## src/rtl/gb_cpu_decoder.sv

```systemverilog
// SM83 instruction decoder: turns the current opcode, CB-prefix flag and ISR request
// into a registered micro-schedule consumed by the CPU sequencer.

package gb_cpu_common_pkg;

   typedef enum logic [3:0] {
      ALU_NOP   = 4'd0,
      ALU_ADD   = 4'd1,
      ALU_ADC   = 4'd2,
      ALU_SUB   = 4'd3,
      ALU_SBC   = 4'd4,
      ALU_AND   = 4'd5,
      ALU_XOR   = 4'd6,
      ALU_OR    = 4'd7,
      ALU_CP    = 4'd8,
      ALU_INC   = 4'd9,
      ALU_DEC   = 4'd10,
      ALU_ADD16 = 4'd11,
      ALU_INC16 = 4'd12,
      ALU_DEC16 = 4'd13,
      ALU_ADDSP = 4'd14,
      ALU_CB    = 4'd15
   } alu_op_e;

   typedef struct packed {
      logic [2:0] m_cycles;
      alu_op_e    alu_op;
      logic [2:0] src;
      logic [2:0] dst;
      logic [1:0] rr;
      logic [1:0] cb_op;
      logic [2:0] cb_bit;
      logic       mem_rd;
      logic       mem_wr;
      logic       imm8;
      logic       is_cb;
      logic       is_isr;
      logic       halt;
      logic       unsupported;
   } schedule_t;

   localparam logic [2:0] REG_HL = 3'd6;
   localparam logic [2:0] REG_A  = 3'd7;
   localparam logic [1:0] RR_SP  = 2'd3;
   localparam logic [1:0] CB_BIT = 2'd1;

   localparam schedule_t SCHEDULE_RESET = schedule_t'({3'd1, 24'd0});

endpackage

module gb_cpu_decoder
   import gb_cpu_common_pkg::*;
(
   input  logic      clk,
   input  logic      rst_n,
   input  logic [7:0] opcode,
   input  logic      cb_prefix,
   input  logic      isr_cmd,
   output schedule_t schedule
);

   schedule_t  decoded;
   logic [2:0] r_hi;
   logic [2:0] r_lo;
   logic [1:0] rr_sel;

   assign r_hi   = opcode[5:3];
   assign r_lo   = opcode[2:0];
   assign rr_sel = opcode[5:4];

   always_comb begin
      // NOTE: every field gets a default first so no path through the case tree infers a latch.
      decoded          = '0;
      decoded.m_cycles = 3'd1;

      if (isr_cmd) begin
         decoded.m_cycles = 3'd5;
         decoded.mem_wr   = 1'b1;
         decoded.is_isr   = 1'b1;
         decoded.rr       = RR_SP;
      end else if (cb_prefix) begin
         decoded.alu_op = ALU_CB;
         decoded.is_cb  = 1'b1;
         decoded.cb_op  = opcode[7:6];
         decoded.cb_bit = r_hi;
         decoded.src    = r_lo;
         decoded.dst    = r_lo;
         if (r_lo == REG_HL) begin
            decoded.mem_rd = 1'b1;
            if (opcode[7:6] == CB_BIT) begin
               decoded.m_cycles = 3'd2;
            end else begin
               decoded.m_cycles = 3'd3;
               decoded.mem_wr   = 1'b1;
            end
         end
      end else begin
         unique case (opcode[7:6])
            2'b00: begin
               if (opcode != 8'h00) begin
                  case (r_lo)
                     3'b100, 3'b101: begin
                        decoded.alu_op = opcode[0] ? ALU_DEC : ALU_INC;
                        decoded.src    = r_hi;
                        decoded.dst    = r_hi;
                        if (r_hi == REG_HL) begin
                           decoded.m_cycles = 3'd3;
                           decoded.mem_rd   = 1'b1;
                           decoded.mem_wr   = 1'b1;
                        end
                     end
                     3'b011: begin
                        decoded.m_cycles = 3'd2;
                        decoded.alu_op   = opcode[3] ? ALU_DEC16 : ALU_INC16;
                        decoded.rr       = rr_sel;
                     end
                     3'b001: begin
                        // Only ADD HL,rr lives here; LD rr,nn is outside this decoder's scope.
                        if (opcode[3]) begin
                           decoded.m_cycles = 3'd2;
                           decoded.alu_op   = ALU_ADD16;
                           decoded.rr       = rr_sel;
                        end else begin
                           decoded.unsupported = 1'b1;
                        end
                     end
                     3'b110: begin
                        decoded.imm8 = 1'b1;
                        decoded.dst  = r_hi;
                        if (r_hi == REG_HL) begin
                           decoded.m_cycles = 3'd3;
                           decoded.mem_wr   = 1'b1;
                        end else begin
                           decoded.m_cycles = 3'd2;
                        end
                     end
                     default: decoded.unsupported = 1'b1;
                  endcase
               end
            end
            2'b01: begin
               if (opcode == 8'h76) begin
                  decoded.halt = 1'b1;
               end else begin
                  decoded.dst    = r_hi;
                  decoded.src    = r_lo;
                  decoded.mem_rd = (r_lo == REG_HL);
                  decoded.mem_wr = (r_hi == REG_HL);
                  if ((r_lo == REG_HL) || (r_hi == REG_HL)) decoded.m_cycles = 3'd2;
               end
            end
            2'b10: begin
               decoded.alu_op = alu_op_e'({1'b0, r_hi} + 4'd1);
               decoded.dst    = REG_A;
               decoded.src    = r_lo;
               if (r_lo == REG_HL) begin
                  decoded.m_cycles = 3'd2;
                  decoded.mem_rd   = 1'b1;
               end
            end
            2'b11: begin
               if (r_lo == 3'b110) begin
                  decoded.alu_op   = alu_op_e'({1'b0, r_hi} + 4'd1);
                  decoded.dst      = REG_A;
                  decoded.m_cycles = 3'd2;
                  decoded.imm8     = 1'b1;
               end else if (opcode == 8'hE8) begin
                  decoded.m_cycles = 3'd4;
                  decoded.alu_op   = ALU_ADDSP;
                  decoded.rr       = RR_SP;
                  decoded.imm8     = 1'b1;
               end else begin
                  decoded.unsupported = 1'b1;
               end
            end
         endcase
      end
   end

   // NOTE: the reset branch sits in the same always_ff as the clocked update, so an
   // asserted rst_n overrides the schedule immediately rather than at the next edge.
   always_ff @(posedge clk or negedge rst_n) begin
      if (!rst_n) schedule <= SCHEDULE_RESET;
      else        schedule <= decoded;
   end

endmodule

```

## config.mk

```make
export PLATFORM = sky130hd
export DESIGN_NAME = gb_cpu_decoder
export DESIGN_NICKNAME = d
export VERILOG_FILES = /design/src/rtl/gb_cpu_decoder.sv
export SDC_FILE = /design/constraint.sdc
export NUM_CORES = 1
export LEC_CHECK = 0
export BUFFER_PORTS_ARGS = -buffer_cell sky130_fd_sc_hd__buf_2
export CORE_ASPECT_RATIO = 1.1
export CORE_MARGIN = 10
export CORE_UTILIZATION = 50
export DETAILED_ROUTE_END_ITERATION = 12
export GPL_ROUTABILITY_DRIVEN = 0
export GPL_TIMING_DRIVEN = 0
export PLACE_DENSITY = 0.75
export SYNTH_ARGS = -nofsm -noshare
export SYNTH_HDL_FRONTEND = slang
export SYNTH_SLANG_ARGS = --single-unit
```

## constraint.sdc

```tcl
create_clock -name clk -period 0.8 [get_ports clk]
set_input_delay 0.12 -clock clk [delete_from_list [all_inputs] [get_ports clk]]
set_output_delay 0.12 -clock clk [all_outputs]
set_load 0.005 [all_outputs]
```

Word level (Yosys, flattened, before mapping)
Cells that the tools add are included.
{"block": "word_totals", "reg_bits": 27, "inputBits": 12, "out_inout_bits": 27, "elab_cells": 97}
{"block": "op_classes", "addsub": 1, "eq_ne": 11, "n_mux": 65, "reduce_logical": 6}
{"op": "2-to-1 mux 2 bit", "count": 16}
{"op": "one-hot mux 3 bit (4 select lines)", "count": 2}
{"op": "one-hot mux 4 bit (3 select lines)", "count": 2}
{"op": "2-to-1 mux 3 bit", "count": 7}
{"op": "2-to-1 mux 1 bit", "count": 19}
{"op": "2-to-1 mux 6 bit", "count": 3}
{"op": "2-to-1 mux 15 bit", "count": 1}
{"op": "2-to-1 mux 7 bit", "count": 2}
{"op": "2-to-1 mux 13 bit", "count": 1}
{"op": "equality test 3 bit (second input constant)", "count": 4}
{"op": "2-to-1 mux 10 bit", "count": 1}
{"op": "one-hot mux 1 bit (2 select lines)", "count": 5}
{"op": "one-hot mux 3 bit (3 select lines)", "count": 1}
{"op": "equality test 8 x 7 -> 1 bit (second input constant)", "count": 1}
{"op": "equality test 8 bit (second input constant)", "count": 1}
{"op": "one-hot mux 2 bit (2 select lines)", "count": 2}
{"op": "one-hot mux 2 bit (4 select lines)", "count": 1}
{"op": "nonzero test 8 bit", "count": 1}
{"op": "2-to-1 mux 5 bit", "count": 1}
{"op": "adder 3 x 1 -> 4 bit (second input constant)", "count": 1}
{"op": "equality test 2 bit (second input constant)", "count": 2}
{"op": "OR reduction 4 bit", "count": 1}
{"op": "equality test 3 x 1 -> 1 bit (second input constant)", "count": 1}
{"op": "equality test 3 x 2 -> 1 bit (second input constant)", "count": 1}
{"op": "other kinds (6)", "count": 6}

Longest topological paths before layout
Gate-level depths: netlist of run 1.
{"block": "depth", "word_depth": 7, "depth_mapped": 7}

Worst setup path before layout of run 1
Ideal clock, no wire load.
{"block": "synth_timing", "path_type": "input to register", "startpoint": "input opcode[3]", "endpoint": "register schedule[24] (netlist name)", "arrival_ns": 1.439, "slack_ns": -0.722, "path_stages": 7, "path_buffers": 1, "path_cell_list": "clkbuf_1 -> inv_1 -> ha_1 -> nand2_1 -> nor2_1 -> or4_1 -> a41oi_1"}
{"element": "start: declaration", "line_no": "56", "rtl": "input logic [7:0] opcode,"}
{"element": "end signal: assignment", "line_no": "184", "rtl": "else schedule <= decoded;"}
{"element": "end: declaration", "line_no": "59", "rtl": "output schedule_t schedule"}

==> results of run 1 <==
-- through the flow --
step	setup WS, ns	setup TNS, ns
2_1_floorplan	-0.546	-5.62
3_3_place_gp	-0.842	-12.53
3_5_place_dp	-0.828	-12.77
4_1_cts	-0.373	-7.47
5_1_grt	-0.399	-8.85
6_report	-0.376	-7.48
-- synth_stat cells, types with 4 or more instances --
master / number
a21oi_1: 12
a31oi_1: 4
clkbuf_1: 11
dfrtp_1: 26
ha_1: 9
inv_1: 9
nand2_1: 12
nand2b_1: 4
nor2_1: 16
nor3_1: 4
o21ai_0: 13
-- worst max-delay path: stages --
cell     delay [ns]
buf_8          0.10
or4_4          0.62
o211a_1        0.25
o22ai_1        0.17
a41oi_2        0.14
-- routing by layer --
layer  GRT usage [%]  vias up
li1                -      763
met1            19.5      816
met2            25.6      129
met3            2.86       28
met4            5.97        0
met5               0        -
-- cell usage in the layout, fill, tap and decap left out, types with 3 or more instances in the layout --
master     n
a21oi_1    5
buf_12     4
o21ai_0    4
a31oi_1    4
clkbuf_2   3
inv_1      5
dfrtp_1   26
ha_1       3
o21ai_1    6
nor4_2     3
buf_6      4
and2_1     3
ha_4       6
nand2_1   11
nor2_1    14
clkbuf_4   6
nor3_1     4
a21oi_2    7
buf_8      7
buf_4     21
o21ai_2    3
buf_2     30
-- final cells by class --
cell class / count / share of cell area, %
clock buffers: 3 / 0.881
flip-flops and latches: 27 / 26.5
multi-input cells: 123 / 43.4
plain buffers: 11 / 4.50
well taps: 34 / 1.66
inverters: 9 / 2.59
clock inverters: 1 / 0.196
repair buffers: 65 / 20.3
-- power groups by stage --
stage	clock (uW)	sequential [uW]	combinational, uW
6_report	588	1450	1010
5_1_grt	643	1460	1070
4_1_cts	600	1450	790
3_5_place_dp	0	1480	719
3_3_place_gp	0	1470	707
2_1_floorplan	0	1490	438
-- worst paths after layout --
kind | start | slack, ns | cells after the start | endpoint
max in group asynchronous | rst_n | 0.25 | 2 | schedule[24]
min | opcode[6] | 0.03 | 3 | schedule[10]
max | opcode[1] | -0.38 | 5 | schedule[24]
min in group asynchronous | rst_n | 0.24 | 2 | schedule[13]
-- timing repair --
| action | in CTS | in global routing |
|---|---|---|
| setup buffers | 8 | 18 |
| pin swaps | 14 | 27 |
| setup endpoints to repair | 46 | 72 |
| gates resized for setup | 28 | 54 |
| hold buffers | 2 | 0 |
| hold endpoints to repair | 27 | 0 |
-- kinds of logic (layout without fill, tap and decap cells) --
| kind of cell | count (synthesis) | in the layout | share of synthesized area [%] |
|---|---|---|---|
| XOR/XNOR | 1 | 1 | 0.558 |
| multiplexers | 1 | 1 | 0.637 |
| AND/OR/NAND/NOR | 55 | 55 | 18.6 |
| AO/OA/AOI/OAI | 57 | 57 | 23.9 |
| buffers and inverters | 24 | 89 | 6.06 |
| adder cells (fa/ha/maj) | 9 | 9 | 7.17 |
| flip-flops | 27 | 27 | 43.1 |
==> metrics.yaml, run 1 <==
timing:
  slew_headroom_pct: 76.4
  hold_viol_final: 0
  fin_hold_ws_ns: 0.0343
  setup-violations-final: 44
  fin_crit_sh_pct: 147
  period_needed_ns: 1.18
  clock.fmax_mhz: 850
  rsz0062_at_grt: "yes"
  tightest_slew_ns: 0.354
  fin_ws_ns: -0.376
  maxSlewViolCount: 0
clock_tree:
  cts_inserted_buffers: 3
  max-clock-path-buffers: 2
  cts_max_level: 1
  cts_tree: "yes"
  clock_sinks: 27
  path_clk_slew_ns: 0.15
  clock-root-buffer: "clkbuf_4"
grt:
  grt_pass1_wl_mm: 7.38
  grt_max_degree: 28
  overflow: 0
  grt_pass1_vias: 1509
  antenna_found_initial: 0
  grt_use_total_pct: 15.6
finish:
  multi_input_area_um2: 1110
  fill_cells: 164
  fin_util_pct: 84.6
  largest_reg_flops: 27
  register_area_um2: 677
  stdcell_count: 273
  fin_nets: 261
  layout-drive-gt1-share_pct: 53.6
  fin_area_um2: 2560
  antenna_cells: 0
  reg_top3: "schedule (27)"
  area_delta_synth_final_pct: 62.9
  top_register: "schedule"
worst_setup_path:
  cp_data_required_time_ns: 1.04
  crit_path_max_fanout: 6
  critPathKind: "input port to flip-flop"
  arrival_ns: 1.42
  end_kind: "flip-flop"
  critPathLaunchType: "input port"
synth:
  synthArstFlopShare_pct: 100
  synth_area_leaders: "dfrtp_1 41%, ha_1 7.2%, o21ai_0 4.1%"
  synth_top_area_share_pct: 41.4
  syn_inst: 174
  syn_area_per_cell_um2: 9.02
  yosys_warnings: 0
  synth-main-ff-cell: "dfrtp_1"
  synth_seq_cells: 27
  ys_seq_area_share_pct: 43.1
  synth_cell_types: 48
  synth_edf_count: 0
  yosys.area.top_type: "dfrtp_1"
  synth_area_um2: 1570
  syn-num-nets: 195
detailed_routing:
  drtPass1Iterations: 5
  drcViolationCount: 0
  wl_per_cell_um: 20.1
  ant_nets: 0
  viasPerCell: 6.36
  finalWirelength_mm: 5.49
  drtIter0Drc: 221
  wl_met3_um: 542
  highest_layer: "met4"
  vias: 1736
  dr_wl_met2_mm: 2.78
  drt-met1-wl_mm: 1.99
floorplan:
  die_area_um2: 5780
  ioPinCount: 39
  num_rows: 21
  core_area_um2: 3020
  die_h_um: 78.8
  initial_utilization_pct: 52.0
  die_w_um: 73.4
power:
  pwr-share-clk_pct: 19.3
  switching_power_uw: 949
  seqPwrFrac_pct: 47.6
  power.density_nw_per_um2: 1190
  pwr-share-comb_pct: 33.1
  p_sw_share_pct: 31.2
  p_int_uw: 2090
  totalPowerFinal_uw: 3040
  p_leak_uw: 0.00117
  vdd_ir_drop_max_v: 0.00101
placed_design:
  dp.cells: 245
  dpl_cell_area_um2: 2060
  port_buffers: 37
  hpwl_mm: 3.26
status:
  status: "finished, violations left"
  violations: "setup timing"
hold_path:
  hp-class: "input port to flip-flop"
run:
  drv_cap: 0
(Power assumes the default switching activity.)
==> run 2, diff against run 1 <==
- CELL_PAD_IN_SITES_DETAIL_PLACEMENT: not set -> 1
- CELL_PAD_IN_SITES_GLOBAL_PLACEMENT: not set -> 1
- CORE_UTILIZATION: 50 -> 39
- PLACE_DENSITY: 0.75 -> 0.77
==> metrics.yaml, run 2 (synthesis results as in run 1) <==
detailed_routing:
  ant_nets: 0
  vias: 1877
  drtPass1Iterations: 4
  drtIter0Drc: 144
  finalWirelength_mm: 8.55
  drcViolationCount: 0
  viasPerCell: 6.30
  wl_per_cell_um: 28.7
finish:
  fin_util_pct: 70.5
  final_cell_mix: "29 x buf_2, 26 x dfrtp_1, 21 x buf_4, 15 x buf_6, 11 x nor2_1"
  fill_cells: 395
  antenna_cells: 0
  fin_nets: 268
  area_delta_synth_final_pct: 76.6
  layout-drive-gt1-share_pct: 60.6
  reg_top3: "schedule (27)"
  layout_commonest_cell: "buf_2"
  top_register: "schedule"
  largest_reg_flops: 27
  stdcell_count: 298
timing:
  setup-violations-final: 47
  fin_crit_sh_pct: 185
  fin_hold_ws_ns: -0.154
  clock.fmax_mhz: 674
  maxSlewViolCount: 0
  rsz0062_at_grt: "yes"
  hold_viol_final: 26
  slew_headroom_pct: 57.1
  period_needed_ns: 1.48
  fin_ws_ns: -0.683
  tightest_slew_ns: 0.644
worst_setup_path:
  end_kind: "flip-flop"
  crit_path_max_fanout: 6
  cp_data_required_time_ns: 0.98
  max_stage_delay_ns: 0.63
  critPathLaunchType: "input port"
  critPathLaunch: "opcode[2]"
  crit_end: "schedule[23]"
  cp_slowest_cell: "or4_4"
  cpMostUsedCell: "buf_6"
  arrival_ns: 1.66
  path_cells: "buf_8 > or4_4 > buf_6 > nor3_4 > buf_6 > a31oi_1 > o31ai_1"
  critPathKind: "input port to flip-flop"
clock_tree:
  cts_tree: "yes"
  clock_sinks: 27
  cts_hold_buf: 1
  clock-root-buffer: "clkbuf_8"
  cts_max_level: 1
  path_clk_slew_ns: 0.10
  max-clock-path-buffers: 2
  cts_inserted_buffers: 3
hold_path:
  hp-class: "input port to asynchronous set/reset pin"
floorplan:
  die_h_um: 86.6
  die_area_um2: 6970
  initial_utilization_pct: 39.9
  core_area_um2: 3930
  ioPinCount: 39
  die_w_um: 80.5
  num_rows: 24
power:
  p_leak_uw: 0.00126
  vdd_ir_drop_max_v: 0.000620
  power.density_nw_per_um2: 1260
placed_design:
  hpwl_mm: 4.00
  dp.cells: 263
  port_buffers: 37
run:
  drv_cap: 0
grt:
  grt_use_total_pct: 18.9
  overflow: 0
  antenna_found_initial: 0
  grt_pass1_wl_mm: 10.4
  grt_pass1_vias: 1889
  grt_max_degree: 28
status:
  status: "finished, violations left"
  violations: "hold timing, setup timing"
==> run 2: final cells by class <==
cell class	instances	area [um2]	area share [%]
plain buffers	9	101	3.66
clock buffers	3	41.3	1.49
clock inverters	1	5.00	0.181
inverters	9	67.6	2.44
multi-input cells	123	1180	42.6
flip-flops and latches	27	677	24.4
well taps	52	65.1	2.35
repair buffers	74	636	22.9
==> run 2: critical path: cells and delay by family <==
family	cells	cell delay, ns
and+or+nand+nor	2	0.79
buffers and inverters	3	0.41
AOI/OAI and AO/OA	2	0.34
==> run 2: routing by layer <==
metal	GRT usage [%]	part of all wire, %
met2	31.7	51
met1	22.1	36
met3	4.24	8.0
met5	0	0
met4	8.97	5.3
==> run 2: worst min path at each step <==
| stage | end | slack [ns] | depth (start not counted) |
|---|---|---|---|
| 6_report | schedule[15] | -0.15 | 1 |
| 3_5_place_dp | schedule[12] | 0.17 | 1 |
| 5_1_grt | schedule[23] | -0.11 | 1 |
| 3_3_place_gp | schedule[8] | 0.15 | 1 |
| 4_1_cts | schedule[16] | -0.13 | 1 |
| 2_1_floorplan | schedule[0] | -0.18 | 0 |
==> run 2: power breakdown <==
part	switching, uW	internal [uW]	total (uW)
registers	22.5	1440	1460
clock network	485	351	836
logic	653	535	1190
total	1160	2320	3480
==> run 2: repair_timing <==
action | 4_1_cts | 5_1_grt
setup buffers | 19 | 18
endpoints found under the setup margin | 47 | 49
pin swaps | 27 | 20
hold endpoints to repair | 27 | 26
gates resized for setup | 65 | 38
==> run 2: stage by stage <==
step / area, um2 / setup TNS (ns) / total power, uW / setup WS [ns] / hold WS (ns)
finish: 2770 / -10.11 / 3480 / -0.683 / -0.154
global route: 2770 / -11.05 / 3600 / -0.713 / -0.113
CTS: 2520 / -7.74 / 3210 / -0.493 / -0.131
detailed placement: 2080 / -13.59 / 2230 / -0.874 / 0.172
global placement: 2080 / -13.01 / 2200 / -0.850 / 0.149
floorplan: 1830 / -5.62 / 1930 / -0.546 / -0.176
==> run 3, diff against run 2 <==
- RECOVER_POWER: not set -> 50
==> metrics.yaml, run 3 (synthesis results as in run 1) <==
status:
  status: "finished, violations left"
  violations: "hold timing, setup timing"
placed_design:
  hpwl_mm: 4.00
  port_buffers: 37
  dp_slack_ns: -0.874
detailed_routing:
  dr_wl_met2_mm: 4.33
  finalWirelength_mm: 8.57
  wl_per_cell_um: 28.8
  vias: 1885
  drcViolationCount: 0
  drtIter0Drc: 144
  wl_met3_um: 688
  drt-met1-wl_mm: 3.09
  highest_layer: "met4"
  viasPerCell: 6.33
  ant_nets: 0
  drtPass1Iterations: 4
floorplan:
  initial_utilization_pct: 39.9
  ioPinCount: 39
  die_w_um: 80.5
  core_area_um2: 3930
  die_area_um2: 6970
  num_rows: 24
  die_h_um: 86.6
timing:
  slew_headroom_pct: 51.9
  clock.fmax_mhz: 673
  maxSlewViolCount: 0
  fin_crit_sh_pct: 186
  hold_viol_final: 26
  rsz0062_at_grt: "yes"
  fin_hold_ws_ns: -0.130
  fin_ws_ns: -0.686
  tightest_slew_ns: 0.722
  period_needed_ns: 1.49
  setup-violations-final: 47
run:
  drv_cap: 0
worst_setup_path:
  crit_path_max_fanout: 6
  end_kind: "flip-flop"
  arrival_ns: 1.66
  critPathKind: "input port to flip-flop"
  cp_data_required_time_ns: 0.98
  critPathLaunchType: "input port"
grt:
  grt_pass1_wl_mm: 10.4
  grt_max_degree: 28
  antenna_found_initial: 0
  grt_pass1_vias: 1889
  overflow: 0
  grt_use_total_pct: 18.9
finish:
  final_cell_mix: "28 x buf_2, 26 x dfrtp_1, 21 x buf_4, 15 x buf_6, 11 x nor2_1"
  largest_reg_flops: 27
  layout-drive-gt1-share_pct: 60.6
  layout_commonest_cell: "buf_2"
  fin_nets: 268
  reg_top3: "schedule (27)"
  top_register: "schedule"
  antenna_cells: 0
  area_delta_synth_final_pct: 76.6
clock_tree:
  cts_tree: "yes"
  cts_max_level: 1
  path_clk_slew_ns: 0.10
  cts_hold_buf: 1
  clock-root-buffer: "clkbuf_8"
  max-clock-path-buffers: 2
  clock_sinks: 27
  cts_inserted_buffers: 3
power:
  vdd_ir_drop_max_v: 0.000620
  p_leak_uw: 0.00126
  totalPowerFinal_uw: 3480
  power.density_nw_per_um2: 1260
hold_path:
  hp-class: "input port to asynchronous set/reset pin"
## run 3: changes by cell type in the layout (fill, tap and decap cells not counted)
cell,change
buf_2,-1
clkbuf_2,+1
## run 3: through the flow
stage               std cells  utilization, %  cell area, um2  hold slack, ns  TNS (ns)
floorplan                 174               -            1830          -0.176     -5.62
global placement          263            53.0            2080           0.149    -13.01
detailed placement        263            53.0            2080           0.172    -13.59
CTS                       283            64.0            2520          -0.131     -7.74
global route              298            70.5            2770         -0.0845    -11.05
finish                    298            70.5            2770          -0.130    -10.17
## run 3: cell type report
cell class / count / area [um2]
Multi-Input combinational cell: 123 / 1180
Fill cell: 395 / 1160
Sequential cell: 27 / 677
Timing Repair Buffer: 74 / 636
Buffer: 9 / 101
Inverter: 9 / 67.6
Tap cell: 52 / 65.1
Clock buffer: 3 / 41.3
Clock inverter: 1 / 5.00
## run 3: worst max-delay path by stage
stage                   start      endpoint  slack [ns]  cells past startpoint
floorplan           opcode[0]  schedule[24]       -0.55                      5
global placement    opcode[0]  schedule[23]       -0.85                      6
detailed placement  opcode[0]  schedule[24]       -0.87                      6
CTS                 opcode[2]  schedule[24]       -0.49                      5
global route        opcode[2]  schedule[23]       -0.71                      7
finish              opcode[2]  schedule[23]       -0.69                      7
## run 3: power by group
part	switching, uW	internal [uW]
Combinational	654	535
Sequential	22.5	1440
Clock	485	351
Total	1160	2320
## run 3: layer usage
layer | global-route usage, % | up-vias
met3 | 4.24 | 45
met5 | 0 | -
met1 | 22.1 | 943
li1 | - | 773
met4 | 8.97 | 0
met2 | 31.7 | 124
## run 3: repair_timing
item	CTS	global route
gates resized for setup	65	38
endpoints found under the hold margin	27	26
endpoints found under the setup margin	47	49
buffers inserted	19	18
pin swaps	27	20
## run 3: worst max-delay path, cell delays in order
cell,delay [ns]
buf_8,0.10
or4_4,0.63
buf_6,0.16
nor3_4,0.16
buf_6,0.14
a31oi_1,0.05
o31ai_1,0.29
